==> config.mk <==
export PLATFORM = sky130hd
export DESIGN_NAME = settings_spi_rx
export DESIGN_NICKNAME = d
export VERILOG_FILES = /design/src/rtl/settings_spi_rx.sv
export SDC_FILE = /design/constraint.sdc
export NUM_CORES = 1
export LEC_CHECK = 0
export ABC_CLOCK_PERIOD_IN_PS = 1500
export CAP_MARGIN = 20
export CORE_ASPECT_RATIO = 1.5
export CORE_MARGIN = 2
export CORE_UTILIZATION = 50
export DETAILED_ROUTE_END_ITERATION = 10
export PLACE_DENSITY = 0.76
export SLEW_MARGIN = 20
export SYNTH_ARGS = -nofsm -noshare
export SYNTH_HDL_FRONTEND = slang
export SYNTH_SLANG_ARGS = --single-unit
==> constraint.sdc <==
create_clock -name clk -period 1.5 [get_ports clk]
set_input_delay 0.3 -clock clk [delete_from_list [all_inputs] [get_ports clk]]
set_output_delay 0.3 -clock clk [all_outputs]
set_load 0.02 [all_outputs]
==> src/rtl/settings_spi_rx.sv <==
// SPI mode-0 receiver that turns 16-bit MCU settings frames into the parallel word for the settings memory.
// Define SETTINGS_RX_ECHO_EN to echo the previously accepted word on sdo during the next frame.
module settings_spi_rx #(
  parameter int WORD_W      = 16,
  parameter int ADDR_W      = 4,
  parameter int NUM_ADDR    = 4,
  parameter int SYNC_STAGES = 2
) (
  input  logic              clk,
  input  logic              rst,
  input  logic              sck,
  input  logic              csN,
  input  logic              sdi,
  output logic              sdo,
  output logic [WORD_W-1:0] dataOut,
  output logic              dataValid,
  output logic              frameErr
);

  localparam int CNT_W = $clog2(WORD_W + 2);
  localparam int SET_W = $clog2(SYNC_STAGES + 1);
  localparam logic [CNT_W-1:0]  CNT_FULL = CNT_W'(WORD_W);
  localparam logic [CNT_W-1:0]  CNT_SAT  = CNT_W'(WORD_W + 1);
  localparam logic [ADDR_W:0]   ADDR_LIM = (ADDR_W + 1)'(NUM_ADDR);
  localparam logic [SET_W-1:0]  SETTLE   = SET_W'(SYNC_STAGES);

  typedef enum logic [2:0] {INIT, IDLE, SHIFT, CHECK, WAIT_CS} state_t;

  state_t state_reg, state_next;

  logic [SYNC_STAGES-1:0] sck_sync_reg, cs_sync_reg, sdi_sync_reg;
  logic                   sck_d_reg, cs_d_reg;
  logic                   sck_s, cs_s, sdi_s;
  logic                   sck_rise, cs_rise, cs_fall;

  logic [WORD_W-1:0] shift_reg;
  logic [CNT_W-1:0]  cnt_reg;
  logic [SET_W-1:0]  settle_reg;
  logic [WORD_W-1:0] data_out_reg;
  logic              data_valid_reg, frame_err_reg;

  logic              start, shift_en, accept, reject;
  logic [ADDR_W-1:0] addr;

  always_ff @(posedge clk or posedge rst) begin
    if (rst) begin
      sck_sync_reg <= '0;
      cs_sync_reg  <= '1;
      sdi_sync_reg <= '0;
      sck_d_reg    <= 1'b0;
      cs_d_reg     <= 1'b1;
    end else begin
      for (int i = SYNC_STAGES - 1; i > 0; i--) begin
        sck_sync_reg[i] <= sck_sync_reg[i-1];
        cs_sync_reg[i]  <= cs_sync_reg[i-1];
        sdi_sync_reg[i] <= sdi_sync_reg[i-1];
      end
      sck_sync_reg[0] <= sck;
      cs_sync_reg[0]  <= csN;
      sdi_sync_reg[0] <= sdi;
      sck_d_reg       <= sck_s;
      cs_d_reg        <= cs_s;
    end
  end

  assign sck_s    = sck_sync_reg[SYNC_STAGES-1];
  assign cs_s     = cs_sync_reg[SYNC_STAGES-1];
  assign sdi_s    = sdi_sync_reg[SYNC_STAGES-1];
  assign sck_rise = sck_s & ~sck_d_reg;
  assign cs_rise  = cs_s & ~cs_d_reg;
  assign cs_fall  = ~cs_s & cs_d_reg;
  assign addr     = shift_reg[WORD_W-1 -: ADDR_W];

  always_ff @(posedge clk or posedge rst) begin
    if (rst) state_reg <= INIT;
    else     state_reg <= state_next;
  end

  // INIT lets the synchronizers fill after reset so a csN already low at release is
  // recognised as a level (discarded frame) rather than mistaken for a falling edge.
  always_comb begin
    state_next = state_reg;
    start      = 1'b0;
    shift_en   = 1'b0;
    accept     = 1'b0;
    reject     = 1'b0;
    case (state_reg)
      INIT: begin
        if (settle_reg == SETTLE) state_next = cs_s ? IDLE : WAIT_CS;
      end
      IDLE: begin
        if (cs_fall) begin
          if (sck_s) begin
            state_next = WAIT_CS;
          end else begin
            state_next = SHIFT;
            start      = 1'b1;
          end
        end
      end
      SHIFT: begin
        shift_en = sck_rise;
        if (cs_rise) state_next = CHECK;
      end
      CHECK: begin
        if (cnt_reg == CNT_FULL && {1'b0, addr} < ADDR_LIM) accept = 1'b1;
        else                                                 reject = 1'b1;
        state_next = IDLE;
      end
      WAIT_CS: begin
        if (cs_s) state_next = IDLE;
      end
      default: state_next = IDLE;
    endcase
  end

  // The counter stops one past a full word so any overlong frame stays distinguishable.
  always_ff @(posedge clk or posedge rst) begin
    if (rst) begin
      shift_reg      <= '0;
      cnt_reg        <= '0;
      settle_reg     <= '0;
      data_out_reg   <= '0;
      data_valid_reg <= 1'b0;
      frame_err_reg  <= 1'b0;
    end else begin
      data_valid_reg <= accept;
      frame_err_reg  <= reject;
      if (accept) data_out_reg <= shift_reg;
      if (start) begin
        shift_reg <= '0;
        cnt_reg   <= '0;
      end else if (shift_en) begin
        shift_reg <= {shift_reg[WORD_W-2:0], sdi_s};
        if (cnt_reg != CNT_SAT) cnt_reg <= cnt_reg + 1'b1;
      end
      if (state_reg == INIT && settle_reg != SETTLE) settle_reg <= settle_reg + 1'b1;
    end
  end

  assign dataOut   = data_out_reg;
  assign dataValid = data_valid_reg;
  assign frameErr  = frame_err_reg;

`ifdef SETTINGS_RX_ECHO_EN
  logic [WORD_W-1:0] echo_reg;
  logic              sck_fall;

  assign sck_fall = ~sck_s & sck_d_reg;

  always_ff @(posedge clk or posedge rst) begin
    if (rst)                                 echo_reg <= '0;
    else if (start)                          echo_reg <= data_out_reg;
    else if (state_reg == SHIFT && sck_fall) echo_reg <= {echo_reg[WORD_W-2:0], 1'b0};
  end

  assign sdo = (state_reg == SHIFT) && !cs_s && echo_reg[WORD_W-1];
`else
  assign sdo = 1'b0;
`endif

endmodule

==> results.cfg <==
[floorplan]
initial_core_util_pct = 52.34
fp.dieArea_mm2 = 0.005004
ios = 24
core_mm2 = 0.004245
num_rows = 29
die_x_um = 58.43
dieHeight_um = 85.65

[synthesis]
netlist_area_mm2 = 0.002222
synth-edff-count = 0
yosys.area.top_type = dfrtp_1
synth_cell_types = 38
synthCells = 184
async_flop_share_pct = 100.0
ys_top_cells_by_area = dfrtp_1 55%, o21ai_0 5.0%, mux2_4 4.7%
synth_flop_cell = dfrtp_1
avgSynthCellArea_um2 = 12.08
seq_area_frac_synth_pct = 58.73
ys_seq_elements = 52
synth.top_cell.area_share_pct = 55.18
yosysWarnings = 0
postSynthNetCount = 193

[global_routing]
gr-total-overflow = 0
grt_start_max_net_pins = 53
grt_pass1_wl_um = 7134
first_global_vias = 1606
grt_use_total_pct = 18.44
antenna_found_initial = 0

[outcome]
status = finished, final reports clean

[sta]
drv_slew = 0
max_freq_ghz = 0.6718
setup_viol = 0
tns_ns = 0
rsz0062_at_grt = true
finalCritPeriodShare_pct = 99.23
finalHoldViolations = 0
skew_ns = 0.01056
fin_crit_ns = 1.488

[clocking]
clk_latency_ns = 0.31
ctsLongestPathBuffers = 2
cts_tree = yes
cts.sinks = 52
cts_buffers = 5
htreeDepth = 2
ctsRootBufferMaster = clkbuf_8
clk_pin_slew_ns = 0.09

[final_layout]
finalNetCount = 228
area_growth_pct = 23.65
num_antenna_cells = 0
drive_above_1_share_pct = 25.91
design_area_mm2 = 0.002748

[min_path]
min_to = sdi_sync_reg[1]$_DFF_PP0_
min_path_cells = 0
hold_start = sdi_sync_reg[0]$_DFF_PP0_
hold_path.class = reg2reg

[power]
powerDensity_mw_per_mm2 = 1023
p_leak_nw = 1.325
peakVddDrop_mv = 1.229

[detailed_routing]
via_count = 1531
wirelength_um = 4146
wl_met2_um = 2361
top_layer_used = met4
routedWlPerCell_um = 15.59
ant_nets = 0
dr_wl_met3_um = 139
wl_met1_um = 1574
drt_pass1_iterations = 4
drc = 0
via_per_inst = 5.756
dr.first_iter.drc_count = 59

[setup_path]
cp_max_fo = 3
ff2ff_setup_slack_ns = 0.01
critPathRequiredTime_ns = 1.71
critPathKind = reg2reg
r2r_end = cnt_reg[2]$_DFFE_PP0P_
r2r.worst_path.cells = 4
cp-start-kind = flip-flop
cp-end-kind = flip-flop
worstReg2RegStart = cnt_reg[4]$_DFFE_PP0P_
critPathArrivalTime_ns = 1.70

[place]
dp_hpwl_um = 2818
portBuffers = 22
routabilityCongestion = 0.7639
placed_cell_area_mm2 = 0.002570

[run]
cap_violations = 0
## report_power, final
part | total (W) | internal, W | switching, W | leakage, nW
Combinational | 0.000332 | 0.000159 | 0.000173 | 0.582
Sequential | 0.00151 | 0.00145 | 0.0000598 | 0.689
Clock | 0.000964 | 0.000502 | 0.000462 | 0.0548
## placed cells by master, fill, tap and decap left out, types with 2 or more instances in the layout
master	n
nand2_1	2
dlygate4sd2_1	18
nand4b_1	2
nand3_1	17
dfstp_2	3
ha_1	4
clkdlybuf4s50_1	4
a21oi_1	20
dfrtp_1	44
nor2_1	2
dfrtp_2	5
and2_1	3
mux2i_1	4
mux2_4	7
o21ai_1	2
mux2_2	7
or3_1	2
o21ai_0	20
clkinvlp_4	2
clkbuf_8	5
buf_4	13
buf_12	3
inv_1	8
## cell families after synthesis
family                     after synthesis  synth area share [%]
other                                    1                0.1688
DFF                                     52                 58.73
buffers and inverters                   21                 4.842
xor gates and xnor gates                 1                0.3942
muxes                                   18                 10.08
AOI/OAI and AO/OA                       48                 11.77
and+or+nand+nor                         39                 11.77
adders and majority gates                4                 2.252
## Yosys cell counts, types with 2 or more instances
cell type / number
ha_1: 4
nand2_1: 2
mux2_2: 7
mux2i_1: 4
clkbuf_1: 5
dfstp_2: 3
nand4b_1: 2
o21ai_0: 22
inv_1: 9
mux2_4: 7
or3_1: 2
a2111oi_0: 2
buf_4: 3
dfrtp_1: 49
a21oi_1: 20
buf_6: 2
and2_1: 3
nand3_1: 17
nor2_1: 2
## through the flow
stage / setup WS [ns] / power (W) / hold slack [ns] / std cells / util, %
finish: 0.01153 / 0.002810 / 0.3598 / 266 / 64.72
global route: -0.06939 / 0.002944 / 0.3652 / 266 / 64.72
CTS: 0.0009258 / 0.002771 / 0.3619 / 260 / 62.95
detailed placement: -0.04023 / 0.001807 / 0.3373 / 252 / 60.54
global placement: 0.02097 / 0.001785 / 0.3368 / 252 / 60.54
floorplan: 0.01294 / 0.001714 / 0.3045 / 184 / -
## how the worst max path moves through the flow
stage / startpoint / end / slack, ns / depth (start not counted)
after global placement: cnt_reg[0]$_DFFE_PP0P_ / cnt_reg[2]$_DFFE_PP0P_ / 0.02 / 3
final: cnt_reg[4]$_DFFE_PP0P_ / cnt_reg[2]$_DFFE_PP0P_ / 0.01 / 4
after detailed placement: cnt_reg[0]$_DFFE_PP0P_ / cnt_reg[2]$_DFFE_PP0P_ / -0.04 / 3
after CTS: cnt_reg[2]$_DFFE_PP0P_ / dataOut[8]$_DFFE_PP0P_ / 0.0009 / 4
after floorplan: state_reg[2]$_DFFE_PP0P_ / cnt_reg[3]$_DFFE_PP0P_ / 0.01 / 4
after global routing: cnt_reg[4]$_DFFE_PP0P_ / cnt_reg[2]$_DFFE_PP0P_ / -0.07 / 4
## worst max-delay path, cell delays in order (launching register included)
cell,delay (ns)
dfrtp_1,0.40
nor3b_4,0.17
buf_4,0.14
a2111oi_2,0.39
mux2i_1,0.29
## what timing repair did
item / CTS / global route
gates resized for setup: 21 / 12
hold buffers: 0 / 0
setup endpoints to repair: 19 / 35
pin swaps: 0 / 4
setup buffers: 0 / 5
gates cloned: 0 / 1
## layout make-up
cell class	instances	area, um^2
fill	318	1498
clock inverter	3	46.29
clock buffer	5	68.82
inverter	9	37.54
timing repair buffer	40	371.6
tap	46	57.56
sequential	52	1311
multi-input combinational	111	854.6
## per-layer routing
metal  vias to the layer above  global-route usage [%]
met5                         -                       0
met4                         0                   7.822
met3                         6                   4.676
met2                        29                   32.07
met1                       773                   20.93
li1                        723                       -
Note: power is estimated with default switching activity, not from simulation.
